===== config.mk =====
export PLATFORM = sky130hd
export DESIGN_NAME = branch_resolve
export DESIGN_NICKNAME = d
export VERILOG_FILES = /design/src/rtl/branch_resolve_pkg.sv /design/src/rtl/branch_resolve_com.sv /design/src/rtl/branch_resolve.sv
export SDC_FILE = /design/constraint.sdc
export NUM_CORES = 1
export LEC_CHECK = 0
export CAP_MARGIN = 20
export CORE_ASPECT_RATIO = 2
export CORE_MARGIN = 2
export CORE_UTILIZATION = 55
export DETAILED_ROUTE_END_ITERATION = 12
export GPL_TIMING_DRIVEN = 0
export PLACE_DENSITY = 0.79
export RECOVER_POWER = 50
export SYNTH_ARGS = -nofsm -noshare
export SYNTH_HDL_FRONTEND = slang
export SYNTH_HIERARCHICAL = 1
export SYNTH_SLANG_ARGS = --single-unit

===== constraint.sdc =====
create_clock -name clk -period 4.51 [get_ports clk]
set_input_delay 0.451 -clock clk [delete_from_list [all_inputs] [get_ports clk]]
set_output_delay 0.451 -clock clk [all_outputs]
set_load 0.005 [all_outputs]

===== src/rtl/branch_resolve_pkg.sv =====
// Shared definitions: register width, comparator op codes, and the branch-resolve
// state/entry types.
package reg_defines;
   localparam int REG_W_END = 31;
endpackage

package com_defines;
   localparam int COM_OP_END = 2;
   // Conditional codes follow the RISC-V funct3 layout; the two unused slots carry always/never.
   localparam logic [COM_OP_END:0] COM_OP_EQ   = 3'd0;
   localparam logic [COM_OP_END:0] COM_OP_NE   = 3'd1;
   localparam logic [COM_OP_END:0] COM_OP_ONE  = 3'd2;
   localparam logic [COM_OP_END:0] COM_OP_ZERO = 3'd3;
   localparam logic [COM_OP_END:0] COM_OP_LT   = 3'd4;
   localparam logic [COM_OP_END:0] COM_OP_GE   = 3'd5;
   localparam logic [COM_OP_END:0] COM_OP_LTU  = 3'd6;
   localparam logic [COM_OP_END:0] COM_OP_GEU  = 3'd7;
endpackage

package branch_defines;
   typedef enum logic [1:0] {BR_IDLE, BR_EVAL, BR_REDIR} br_state_e;

   typedef struct packed {
      logic [com_defines::COM_OP_END:0] op;
      logic [reg_defines::REG_W_END:0]  lhs;
      logic [reg_defines::REG_W_END:0]  rhs;
      logic [reg_defines::REG_W_END:0]  pc;
      logic [reg_defines::REG_W_END:0]  imm;
      logic                             is_jalr;
      logic                             pred_taken;
   } br_entry_t;

   localparam int INSTR_BYTES = 4;
endpackage


===== src/rtl/branch_resolve_com.sv =====
// Branch condition comparator: evaluates one COM_OP_* condition on two register values.
module com
   import reg_defines::*;
   import com_defines::*;
(
   input  logic [COM_OP_END:0] i_op,
   input  logic [REG_W_END:0]  i_lhs,
   input  logic [REG_W_END:0]  i_rhs,
   output logic                o_res
);

   always_comb begin
      o_res = 1'b0;
      case (i_op)
         COM_OP_EQ:   o_res = (i_lhs == i_rhs);
         COM_OP_NE:   o_res = (i_lhs != i_rhs);
         COM_OP_ONE:  o_res = 1'b1;
         COM_OP_ZERO: o_res = 1'b0;
         COM_OP_LT:   o_res = ($signed(i_lhs) <  $signed(i_rhs));
         COM_OP_GE:   o_res = ($signed(i_lhs) >= $signed(i_rhs));
         COM_OP_LTU:  o_res = (i_lhs <  i_rhs);
         COM_OP_GEU:  o_res = (i_lhs >= i_rhs);
         default:     o_res = 1'b0;
      endcase
   end

endmodule


===== src/rtl/branch_resolve.sv =====
// Execute-stage branch resolution: one registered entry, condition from com, mispredict
// redirect to fetch with a held request, per-branch resolve pulse and saturating counters.
module branch_resolve
   import reg_defines::*;
   import com_defines::*;
   import branch_defines::*;
#(
   parameter int CNT_W = 32
)(
   input  logic                 clk,
   input  logic                 rst_n,
   input  logic                 flush,
   input  logic                 in_valid,
   output logic                 in_ready,
   input  logic [COM_OP_END:0]  in_op,
   input  logic [REG_W_END:0]   in_lhs,
   input  logic [REG_W_END:0]   in_rhs,
   input  logic [REG_W_END:0]   in_pc,
   input  logic [REG_W_END:0]   in_imm,
   input  logic                 in_is_jalr,
   input  logic                 in_pred_taken,
   output logic                 redir_valid,
   input  logic                 redir_ready,
   output logic [REG_W_END:0]   redir_pc,
   output logic                 res_valid,
   output logic                 res_taken,
   output logic                 res_mispred,
   output logic [CNT_W-1:0]     branch_cnt,
   output logic [CNT_W-1:0]     mispred_cnt
);

   localparam logic [REG_W_END:0] ALIGN_MASK = {{REG_W_END{1'b1}}, 1'b0};
   localparam logic [CNT_W-1:0]   CNT_MAX    = '1;

   br_state_e          r_state;
   br_entry_t          r_entry;
   logic [REG_W_END:0] r_redir_pc;
   logic               r_res_valid;
   logic               r_res_taken;
   logic               r_res_mispred;
   logic [CNT_W-1:0]   r_branch_cnt;
   logic [CNT_W-1:0]   r_mispred_cnt;

   logic               w_taken;
   logic [REG_W_END:0] w_target;
   logic [REG_W_END:0] w_next;
   logic               w_mispred;
   logic               w_accept;
   br_entry_t          w_entry_in;

   com u_com (
      .i_op  (r_entry.op),
      .i_lhs (r_entry.lhs),
      .i_rhs (r_entry.rhs),
      .o_res (w_taken)
   );

   assign w_target  = r_entry.is_jalr ? ((r_entry.lhs + r_entry.imm) & ALIGN_MASK)
                                      : (r_entry.pc + r_entry.imm);
   assign w_next    = w_taken ? w_target : (r_entry.pc + (REG_W_END+1)'(INSTR_BYTES));
   // A taken JALR always redirects: the front end only ever predicts pc+imm.
   assign w_mispred = (w_taken != r_entry.pred_taken) || (r_entry.is_jalr && w_taken);

   assign in_ready  = !flush && ((r_state == BR_IDLE) || ((r_state == BR_EVAL) && !w_mispred));
   assign w_accept  = in_valid && in_ready;

   assign w_entry_in.op         = in_op;
   assign w_entry_in.lhs        = in_lhs;
   assign w_entry_in.rhs        = in_rhs;
   assign w_entry_in.pc         = in_pc;
   assign w_entry_in.imm        = in_imm;
   assign w_entry_in.is_jalr    = in_is_jalr;
   assign w_entry_in.pred_taken = in_pred_taken;

   always_ff @(posedge clk or negedge rst_n) begin
      if (!rst_n) begin
         r_state       <= BR_IDLE;
         r_entry       <= '0;
         r_redir_pc    <= '0;
         r_res_valid   <= 1'b0;
         r_res_taken   <= 1'b0;
         r_res_mispred <= 1'b0;
         r_branch_cnt  <= '0;
         r_mispred_cnt <= '0;
      end else if (flush) begin
         r_state     <= BR_IDLE;
         r_res_valid <= 1'b0;
      end else begin
         r_res_valid <= 1'b0;
         case (r_state)
            BR_IDLE: begin
               if (w_accept) begin
                  r_entry <= w_entry_in;
                  r_state <= BR_EVAL;
               end
            end
            BR_EVAL: begin
               r_res_valid   <= 1'b1;
               r_res_taken   <= w_taken;
               r_res_mispred <= w_mispred;
               if (r_branch_cnt != CNT_MAX)
                  r_branch_cnt <= r_branch_cnt + CNT_W'(1);
               if (w_mispred) begin
                  if (r_mispred_cnt != CNT_MAX)
                     r_mispred_cnt <= r_mispred_cnt + CNT_W'(1);
                  r_redir_pc <= w_next;
                  r_state    <= BR_REDIR;
               end else if (w_accept) begin
                  r_entry <= w_entry_in;
               end else begin
                  r_state <= BR_IDLE;
               end
            end
            BR_REDIR: begin
               if (redir_ready)
                  r_state <= BR_IDLE;
            end
            default: r_state <= BR_IDLE;
         endcase
      end
   end

   assign redir_valid = (r_state == BR_REDIR);
   assign redir_pc    = r_redir_pc;
   assign res_valid   = r_res_valid;
   assign res_taken   = r_res_taken;
   assign res_mispred = r_res_mispred;
   assign branch_cnt  = r_branch_cnt;
   assign mispred_cnt = r_mispred_cnt;

endmodule


==> out/summary.txt <==
Top post-synthesis cells by count: nand2_1, dfrtp_1, xnor2_1, ha_1, a21oi_1
DIE WIDTH: 118 um
Die area: 27,600 um^2
Clock skew: 0.0326 ns
DP Cell Count: 2,287
Most Frequent Cell on Critical Path: buf_6
Required time of the critical path: 4.06 ns
Core area: 25,800 um^2
Hold Startpoint: in_imm[5]
Outcome: complete, but fails checks
CP max FO: 3
Crit path cell chain: ha_1 -> nand4_1 -> nor4_4 -> buf_4 -> a21oi_2 -> mux2_4 -> a31o_1 -> a221oi_4 -> buf_6 -> nor2b_1 -> buf_6 -> nand2_1 -> a311oi_2 -> buf_2
First-pass GRT wire length: 73.8 mm
Synthesized Nets: 1,944
Slowest stage delay, CP: 0.44 ns
Hold_ws: 0.430 ns
Die Y: 233 um
Cell variety after synth: 77
Cell Rows: 83
Worst r2r src: r_entry[101]
CP Class: register to primary output
Worst Hold Class: primary input to register
Max_slew headroom: -99.1%
Antenna violations before repair: 0
Post-route ant nets: 0
Layout cells sized above 1: 7.24%
GPL Wtd Cong: 1.01
Synth Warn #: 6
Worst path arrival time: 4.04 ns
Root Buffer: clkbuf_16
# H-tree levels: 1
DPL Wire Length: 37.6 mm
Clock buffer depth: 3
FF-to-FF End: r_entry[123]
Clock tree from TritonCTS: yes
Final Max Slew Viols: 118
Fmax: 223 MHz
PD cells: 702 nW/um^2
Critical path's slowest cell: dfrtp_1
Tcrit/Tclk final: 99.5%
Startpoint Class: register
NumNets Final: 2,224
Area share of the largest cell type after synthesis: 40.7%
Post-Synthesis Cell Area: 14,400 um^2
Routed WL: 48.2 mm
Cells after synthesis: 1,708
Pre-antenna DRT Iters: 6
Clock slew at reported path FFs: 0.07 ns
Vias in the first global route: 13,600
Lkg Pwr: 8.60 nW
Failing checks: max-capacitance violations, max-slew violations
Layout area overhead: 27.6%
Hold Path End: r_entry[7]
Vias after detailed routing: 13,500
IO buf count: 238
Grt ovf: 0
Clock sink count: 234
EDFF count, synth: 0
Worst setup margin: 0.0237 ns
Hold path cells: 3
Sequential area share after synthesis: 40.7%
Dpl cell area: 17,200 um^2
Count leader, synth: nand2_1
Fill count: 2,065
Vias/cell: 5.75
Worst-margin pin slew: 2.99 ns
Worst reg-to-reg setup slack: 0.05 ns
Max cap viols: 1
Top area cells in the synthesized netlist: dfrtp_1, nand2_1, ha_1
Diode count: 0
Synth area leader: dfrtp_1
Total negative slack: 0 ns
TritonCTS buffer count: 22
Remaining DRCs: 0
Synthesized flop and latch total: 234
R2R depth: 19
Final std cell area, no fill: 18,400 um^2
Syn_area_per_cell: 8.43 um^2
Max IR drop VDD: 390 uV
Worst Path Buf+Inv: 4
Initial cell density of the core: 55.9%
Top FF cell, synth: dfrtp_1
Final hold vios: 0
Skew-Pair Late Insertion Delay: 0.55 ns
Post-Place Worst Slack: -1.27 ns
All-layer global routing usage: 34.5%
Top cell family by delay on the critical path: compound AO/OA/AOI/OAI gates
Wire per inst: 20.6 um
DRT iter0 DRCs: 853
Finished Layout Cells: 2,343
I/O pins: 239
Largest net degree at the start of global routing: 119
Fin crit period: 4.49 ns
Async set or reset register ratio after synthesis: 100%
Setup crit end kind: primary output
Final setup violating endpoints: 0
[state kept, by name (all words and copies together) (netlist names)]
signal	flops
res_valid	1
res_taken	1
r_state	2
redir_pc	32
mispred_cnt	32
res_mispred	1
r_entry	133
branch_cnt	32
[metrics by stage]
| step | total power [mW] | util (%) |
|---|---|---|
| 2_1_floorplan | 8.09 | - |
| 3_3_place_gp | 10.3 | 66.8 |
| 3_5_place_dp | 10.5 | 67.0 |
| 4_1_cts | 12.6 | 70.4 |
| 5_1_grt | 13.8 | 71.4 |
| 6_report | 12.9 | 71.4 |
[power by group]
part	internal, mW	leakage (nW)	switching, mW
sequential	2.78	2.99	0.773
clock	1.07	0.360	0.872
combinational	3.05	5.25	4.36
total	6.90	8.60	6.01
[worst max path at each step]
stage                       to  cells past startpoint         start
3_5_place_dp       r_entry[70]                     18  r_entry[109]
3_3_place_gp    branch_cnt[24]                      1         rst_n
6_report              in_ready                     14  r_entry[101]
5_1_grt        mispred_cnt[28]                     18  r_entry[125]
2_1_floorplan      r_entry[23]                     19  r_entry[112]
4_1_cts            r_entry[64]                     19   r_entry[99]
[kinds of logic (layout without fill, tap and decap cells)]
kind of cell    Yosys count  in the layout  share of synthesized area [%]
simple gates            798            798                           24.6
compound gates          309            309                           13.6
flops                   234            234                           40.7
xor+xnor                142            142                           8.63
buf+inv                 118            413                           3.26
fa+ha+maj                98             98                           8.62
mux                       9              9                          0.678
[layout make-up]
cell class	instances	area, um^2	area share, %
plain buffers	55	278	1.51
multi-input cells	1356	8310	45.2
inverters	62	236	1.29
flip-flops and latches	234	5860	31.9
clock buffers	25	592	3.22
well taps	340	425	2.31
clock inverters	14	146	0.797
repair buffers	257	2530	13.8
[per-layer routing]
layer / part of all wire, % / global-route usage, %
met3: 4.7 / 4.02
met5: 0 / 0
met1: 34 / 34.9
met2: 55 / 67.8
met4: 5.9 / 18.5
[what timing repair did]
| action | CTS | global route |
|---|---|---|
| endpoints found under the setup margin | 200 | 156 |
| pin swaps | 5 | 13 |
| setup buffers | 9 | 9 |
| hold buffers | 0 | 0 |
| resized for setup | 32 | 50 |
[placed cells by master (no fill, tap or decap), types with 8 or more instances in the layout]
cell type,n
nand2_1,507
dfrtp_1,232
clkdlybuf4s50_1,187
xnor2_1,104
ha_1,87
nor2_1,86
a21oi_1,86
o21ai_0,79
inv_1,60
nand3_1,54
dlygate4sd3_1,49
xor2_1,38
nand4_1,35
clkbuf_1,27
nor3_1,23
a211oi_1,23
and3_1,22
buf_4,22
clkbuf_16,22
o211ai_1,14
a21o_1,14
and2_1,10
a31oi_1,9
clkbuf_2,9
buf_2,8
o21bai_1,8
o22ai_1,8
o21a_1,8
nand2b_1,8
ha_4,8
[tightest hold or removal path: stages]
cell	delay [ns]
clkdlybuf4s50_1	0.40
nand2_1	0.05
nand2_1	0.04
Note: power is estimated with default switching activity, not from simulation.
